==> config.mk <==
export PLATFORM = sky130hd
export DESIGN_NAME = fetch_ctrl
export DESIGN_NICKNAME = d
export VERILOG_FILES = /design/src/rtl/fetch_ctrl.sv
export SDC_FILE = /design/constraint.sdc
export NUM_CORES = 1
export LEC_CHECK = 0
export ABC_CLOCK_PERIOD_IN_PS = 2300
export BUFFER_PORTS_ARGS = -buffer_cell sky130_fd_sc_hd__buf_2
export CAP_MARGIN = 15
export CORE_AREA = 2 2 39 41
export DETAILED_ROUTE_END_ITERATION = 10
export DIE_AREA = 0 0 41 43
export PLACE_DENSITY_LB_ADDON = 0.1
export SKIP_CTS_REPAIR_TIMING = 1
export SLEW_MARGIN = 20
export SYNTH_ARGS = -nofsm -noshare
export SYNTH_HDL_FRONTEND = slang
export SYNTH_SLANG_ARGS = --single-unit
==> constraint.sdc <==
create_clock -name clk -period 2.3 [get_ports clk]
set_input_delay 0.115 -clock clk [delete_from_list [all_inputs] [get_ports clk]]
set_output_delay 0.115 -clock clk [all_outputs]
set_load 0.05 [all_outputs]
==> src/rtl/fetch_ctrl.sv <==
// fetch_ctrl: sequencing controller for the shared ARM/RISC-V fetch stage.
// Produces the fetch/decode stall and flush controls, the one-hot-priority
// PC redirect select, and a Busy flag covering the post-reset boot window
// and the wait for an in-flight ARM PC write to reach Writeback.
// Optional performance counters are built when FETCH_CTRL_PERF_EN is defined.
module fetch_ctrl #(
  parameter int BOOT_CYCLES = 2,
  parameter int CNT_W       = 32
) (
  input  logic       clk,
  input  logic       rst,
  input  logic       arm,
  input  logic       PCSrcD,
  input  logic       PCSrcE,
  input  logic       PCSrcM,
  input  logic       PCSrcW,
  input  logic       BranchTakenE,
  input  logic       RVPCSrcE,
  input  logic       LdStallD,
  output logic [1:0] PCSelF,
  output logic       StallF,
  output logic       StallD,
  output logic       FlushD,
  output logic       FlushE,
  output logic       Busy
`ifdef FETCH_CTRL_PERF_EN
  ,
  output logic [CNT_W-1:0] PerfStallCnt,
  output logic [CNT_W-1:0] PerfRedirCnt,
  output logic [CNT_W-1:0] PerfLdStallCnt
`endif
);

  // Boot counter only needs to hold BOOT_CYCLES-1.
  localparam int BW = (BOOT_CYCLES > 1) ? $clog2(BOOT_CYCLES) : 1;
  localparam logic [BW-1:0] BOOT_INIT = BW'(BOOT_CYCLES - 1);
  localparam logic [BW-1:0] BOOT_ONE  = BW'(1);

  // PC mux select encodings.
  localparam logic [1:0] SEL_PC4    = 2'd0;
  localparam logic [1:0] SEL_RESULT = 2'd1;
  localparam logic [1:0] SEL_ALU    = 2'd2;
  localparam logic [1:0] SEL_TARGET = 2'd3;

  typedef enum logic [1:0] {
    BOOT   = 2'd0,
    RUN    = 2'd1,
    PCWAIT = 2'd2
  } state_t;

  state_t        state;
  state_t        state_next;
  logic [BW-1:0] boot_cnt;
  logic [BW-1:0] boot_cnt_next;

  logic       rd_w;
  logic       rd_b;
  logic       rd_r;
  logic       pending;
  logic [1:0] redir_sel;

  // The counter width is meaningless without the performance counters.
  if (CNT_W < 1) begin : g_cnt_w_invalid
  end

  // Redirect qualification: ARM sources only count in ARM mode and vice versa.
  assign rd_w    = arm & PCSrcW;
  assign rd_b    = arm & BranchTakenE;
  assign rd_r    = ~arm & RVPCSrcE;
  assign pending = arm & (PCSrcD | PCSrcE | PCSrcM);

  // Redirect priority: RISC-V target, then ARM branch, then ARM PC write.
  always_comb begin
    redir_sel = SEL_PC4;
    if (rd_r) begin
      redir_sel = SEL_TARGET;
    end else if (rd_b) begin
      redir_sel = SEL_ALU;
    end else if (rd_w) begin
      redir_sel = SEL_RESULT;
    end
  end

  // State and boot counter; reset reloads the boot window from any state.
  always_ff @(posedge clk) begin
    if (rst) begin
      state    <= BOOT;
      boot_cnt <= BOOT_INIT;
    end else begin
      state    <= state_next;
      boot_cnt <= boot_cnt_next;
    end
  end

  // Next-state and control outputs; reset forces the boot-style controls.
  always_comb begin
    state_next    = state;
    boot_cnt_next = boot_cnt;
    PCSelF        = SEL_PC4;
    StallF        = 1'b0;
    StallD        = 1'b0;
    FlushD        = 1'b0;
    FlushE        = 1'b0;
    case (state)
      BOOT: begin
        StallF = 1'b1;
        FlushD = 1'b1;
        FlushE = 1'b1;
        if (boot_cnt == '0) begin
          state_next = RUN;
        end else begin
          boot_cnt_next = boot_cnt - BOOT_ONE;
        end
      end
      RUN: begin
        PCSelF = redir_sel;
        if (rd_b || rd_r) begin
          FlushD = 1'b1;
          FlushE = 1'b1;
        end else if (pending) begin
          StallF     = 1'b1;
          FlushD     = 1'b1;
          state_next = PCWAIT;
        end else if (LdStallD) begin
          StallF = 1'b1;
          StallD = 1'b1;
          FlushE = 1'b1;
        end
      end
      PCWAIT: begin
        PCSelF = redir_sel;
        StallF = 1'b1;
        FlushD = 1'b1;
        FlushE = LdStallD;
        if (rd_b || rd_r) begin
          StallF     = 1'b0;
          FlushE     = 1'b1;
          state_next = RUN;
        end else if (rd_w) begin
          StallF     = 1'b0;
          state_next = RUN;
        end else if (!arm) begin
          state_next = RUN;
        end
      end
      default: begin
        state_next    = BOOT;
        boot_cnt_next = BOOT_INIT;
        StallF        = 1'b1;
        FlushD        = 1'b1;
        FlushE        = 1'b1;
      end
    endcase
    if (rst) begin
      PCSelF = SEL_PC4;
      StallF = 1'b1;
      StallD = 1'b0;
      FlushD = 1'b1;
      FlushE = 1'b1;
    end
  end

  assign Busy = rst | (state != RUN);

`ifdef FETCH_CTRL_PERF_EN
  localparam logic [CNT_W-1:0] CNT_ONE = CNT_W'(1);

  logic stall_evt;
  logic redir_evt;
  logic ld_evt;

  assign stall_evt = StallF & ((state == RUN) | (state == PCWAIT));
  assign redir_evt = (PCSelF != SEL_PC4);
  assign ld_evt    = (state == RUN) & ~rd_b & ~rd_r & ~pending & LdStallD;

  // Saturating event counters, cleared by reset.
  always_ff @(posedge clk) begin
    if (rst) begin
      PerfStallCnt   <= '0;
      PerfRedirCnt   <= '0;
      PerfLdStallCnt <= '0;
    end else begin
      if (stall_evt && (PerfStallCnt != '1)) begin
        PerfStallCnt <= PerfStallCnt + CNT_ONE;
      end
      if (redir_evt && (PerfRedirCnt != '1)) begin
        PerfRedirCnt <= PerfRedirCnt + CNT_ONE;
      end
      if (ld_evt && (PerfLdStallCnt != '1)) begin
        PerfLdStallCnt <= PerfLdStallCnt + CNT_ONE;
      end
    end
  end
`endif

endmodule
==> flow_summary.ini <==
[timing]
final_max_slew_viol_count = 0
fin_worst_skew_ns = 0.001153
finalSetupViolCount = 0
worst-slew-pin-transition_ns = 0.4255
slew_headroom_pct = 71.39
fin_hold_ws_ns = 0.1517
final_hold_viol_count = 0
rsz0062_at_grt = no
post-route-min-period_ns = 1.630
max_freq_mhz = 613.4
fin_setup_tns_ns = 0
post-route-period-util_pct = 70.88

[power]
ir_drop_uv = 332.1
power.density_nw_per_um2 = 899.6
p_leak_uw = 0.0002296

[route]
avgViaCountPerCell = 4.625
wire_per_inst_um = 10.15
drc = 0
drt_first_pass_iters = 2
postRouteAntennaNets = 0
finalWirelength_um = 812
vias = 370
dr.first_iter.drc_count = 1

[clock_network]
clk_latency_ns = 0.23
clk_pin_slew_worst_paths_ns = 0.04
cts_inserted_buffers = 3
cts_htree_levels = 1
clock_path_buffers = 2
cts_root_buffer = clkbuf_4
cts_sinks = 3
cts_tree = built

[yosys]
synth_top_flop_cell = dfxtp_1
syn-cell-area_um2 = 356.6
synth-seq-cells = 3
synth_edf_count = 0
syn_avg_cell_area_um2 = 8.104
ys_seq_area_share_pct = 16.84
synth_common_cells = 5 x inv_1, 5 x nand2b_1, 4 x ha_1, 4 x nand2_1
ys_types = 24
syn-num-nets = 58
synthCells = 44
yosysWarnings = 0
synth.largest_area_cell = dfxtp_1
synthTopCellsByArea = dfxtp_1 17%, ha_1 14%, nand2b_1 8.8%
synth_top_area_share_pct = 16.84
async_reset_ff_share_pct = 0

[global_routing]
grt_pass1_wl_um = 1235
grt_overflow_total = 0
grt_pass1_vias = 322
antenna_found_initial = 0
grt_max_degree = 7
grt.total_usage_pct = 10.73

[cells_and_area]
final_cells = 80
drive_above_1_share_pct = 39.06
syn2layout_area_growth_pct = 35.44
n_antenna_cell = 0
fillCellCount = 155
fin_nets = 79
design_area_um2 = 483.0

[floorplan]
core-area_um2 = 1384
dieArea_um2 = 1763
start_util_pct = 25.77
die_y_um = 43
core.rowCount = 14
io_pins = 17
die_w_um = 41

[worst_setup_path]
cp_slowest_cell = dfxtp_1
cp-startpoint = state[0]$_SDFFE_PP0P_
crit_fanout = 4
startpoint_type = flop
critPathKind = reg -> out
end_kind = output port
path_buf_inv = 2
crit_arrival_ns = 1.52
path_cells = inv_1 -> ha_1 -> nand2b_1 -> a31oi_1 -> nand2_1 -> buf_2
cp.required_ns = 2.18
crit_family = flip-flops
r2r_start = state[0]$_SDFFE_PP0P_
slowest_delay_ns = 0.35

[place]
placed_cell_area_um2 = 456.7
dp.cells = 76
gp_congestion = 0.7540
hpwl_um = 695.8
io_buffers = 16

[worst_hold_path]
min_from = rst
hp-class = in -> reg

[outcome]
status = completed

[job]
drv_cap = 0
==> placed cells by master (no fill, tap or decap), drive strengths merged, types with 2 or more instances in the layout <==
cell / Yosys / routed
buf: 0 / 16
inv: 5 / 5
nand2b: 5 / 5
nand2: 5 / 5
ha: 4 / 4
nor2: 4 / 4
clkbuf: 0 / 4
dfxtp: 3 / 3
a21oi: 2 / 2
nor3: 2 / 2
nor2b: 2 / 2
o21ai: 2 / 2
nand3b: 2 / 2
==> sequential cells by signal, summed over array words and instances (netlist names) <==
name,count
state,2
boot_cnt,1
==> cells by family after synthesis <==
group	Yosys count	share of synthesized area, %
buf+inv	5	5.264
mux	1	2.807
fa+ha+maj	4	14.04
simple gates	21	34.74
compound gates	10	26.32
flops	3	16.84
==> metrics by stage <==
stage / setup WS [ns] / power, µW / utilization [%]
floorplan: 0.2184 / 291.2 / -
global placement: 0.8336 / 349.5 / 33.00
detailed placement: 0.8736 / 344.3 / 33.00
CTS: 0.6539 / 440.8 / 34.90
global route: 0.5462 / 467.9 / 34.90
finish: 0.6697 / 434.5 / 34.90
==> per-layer routing <==
metal	vias to the layer above	track usage, %	wire [µm]
met5	-	0	0
met4	0	10.00	23
met3	3	3.141	51
met2	14	15.63	377
met1	162	11.54	359
li1	191	-	-
==> report_power, final <==
group | internal (µW) | switching [µW]
Clock | 65.0 | 27.7
Combinational | 97.5 | 160
Sequential | 69.4 | 14.9
Total | 232 | 203
==> worst paths after layout <==
path | endpoint | slack, ns | cells after the start
worst max-delay path | StallF | 0.67 | 6
worst min-delay path | state[1]$_SDFFE_PP0P_ | 0.15 | 2
worst max register to register | state[0]$_SDFFE_PP0P_ | 0.87 | 5
worst min register to register | boot_cnt$_SDFFE_PP1P_ | 0.56 | 2
==> final cells by class <==
type	count	area [µm²]	area share [%]
Clock buffer	4	26.28	5.440
Inverter	5	18.77	3.886
Multi-Input combinational cell	36	277.8	57.51
Sequential cell	3	60.06	12.44
Tap cell	16	20.02	4.145
Timing Repair Buffer	16	80.08	16.58
(Power assumes the default switching activity.)
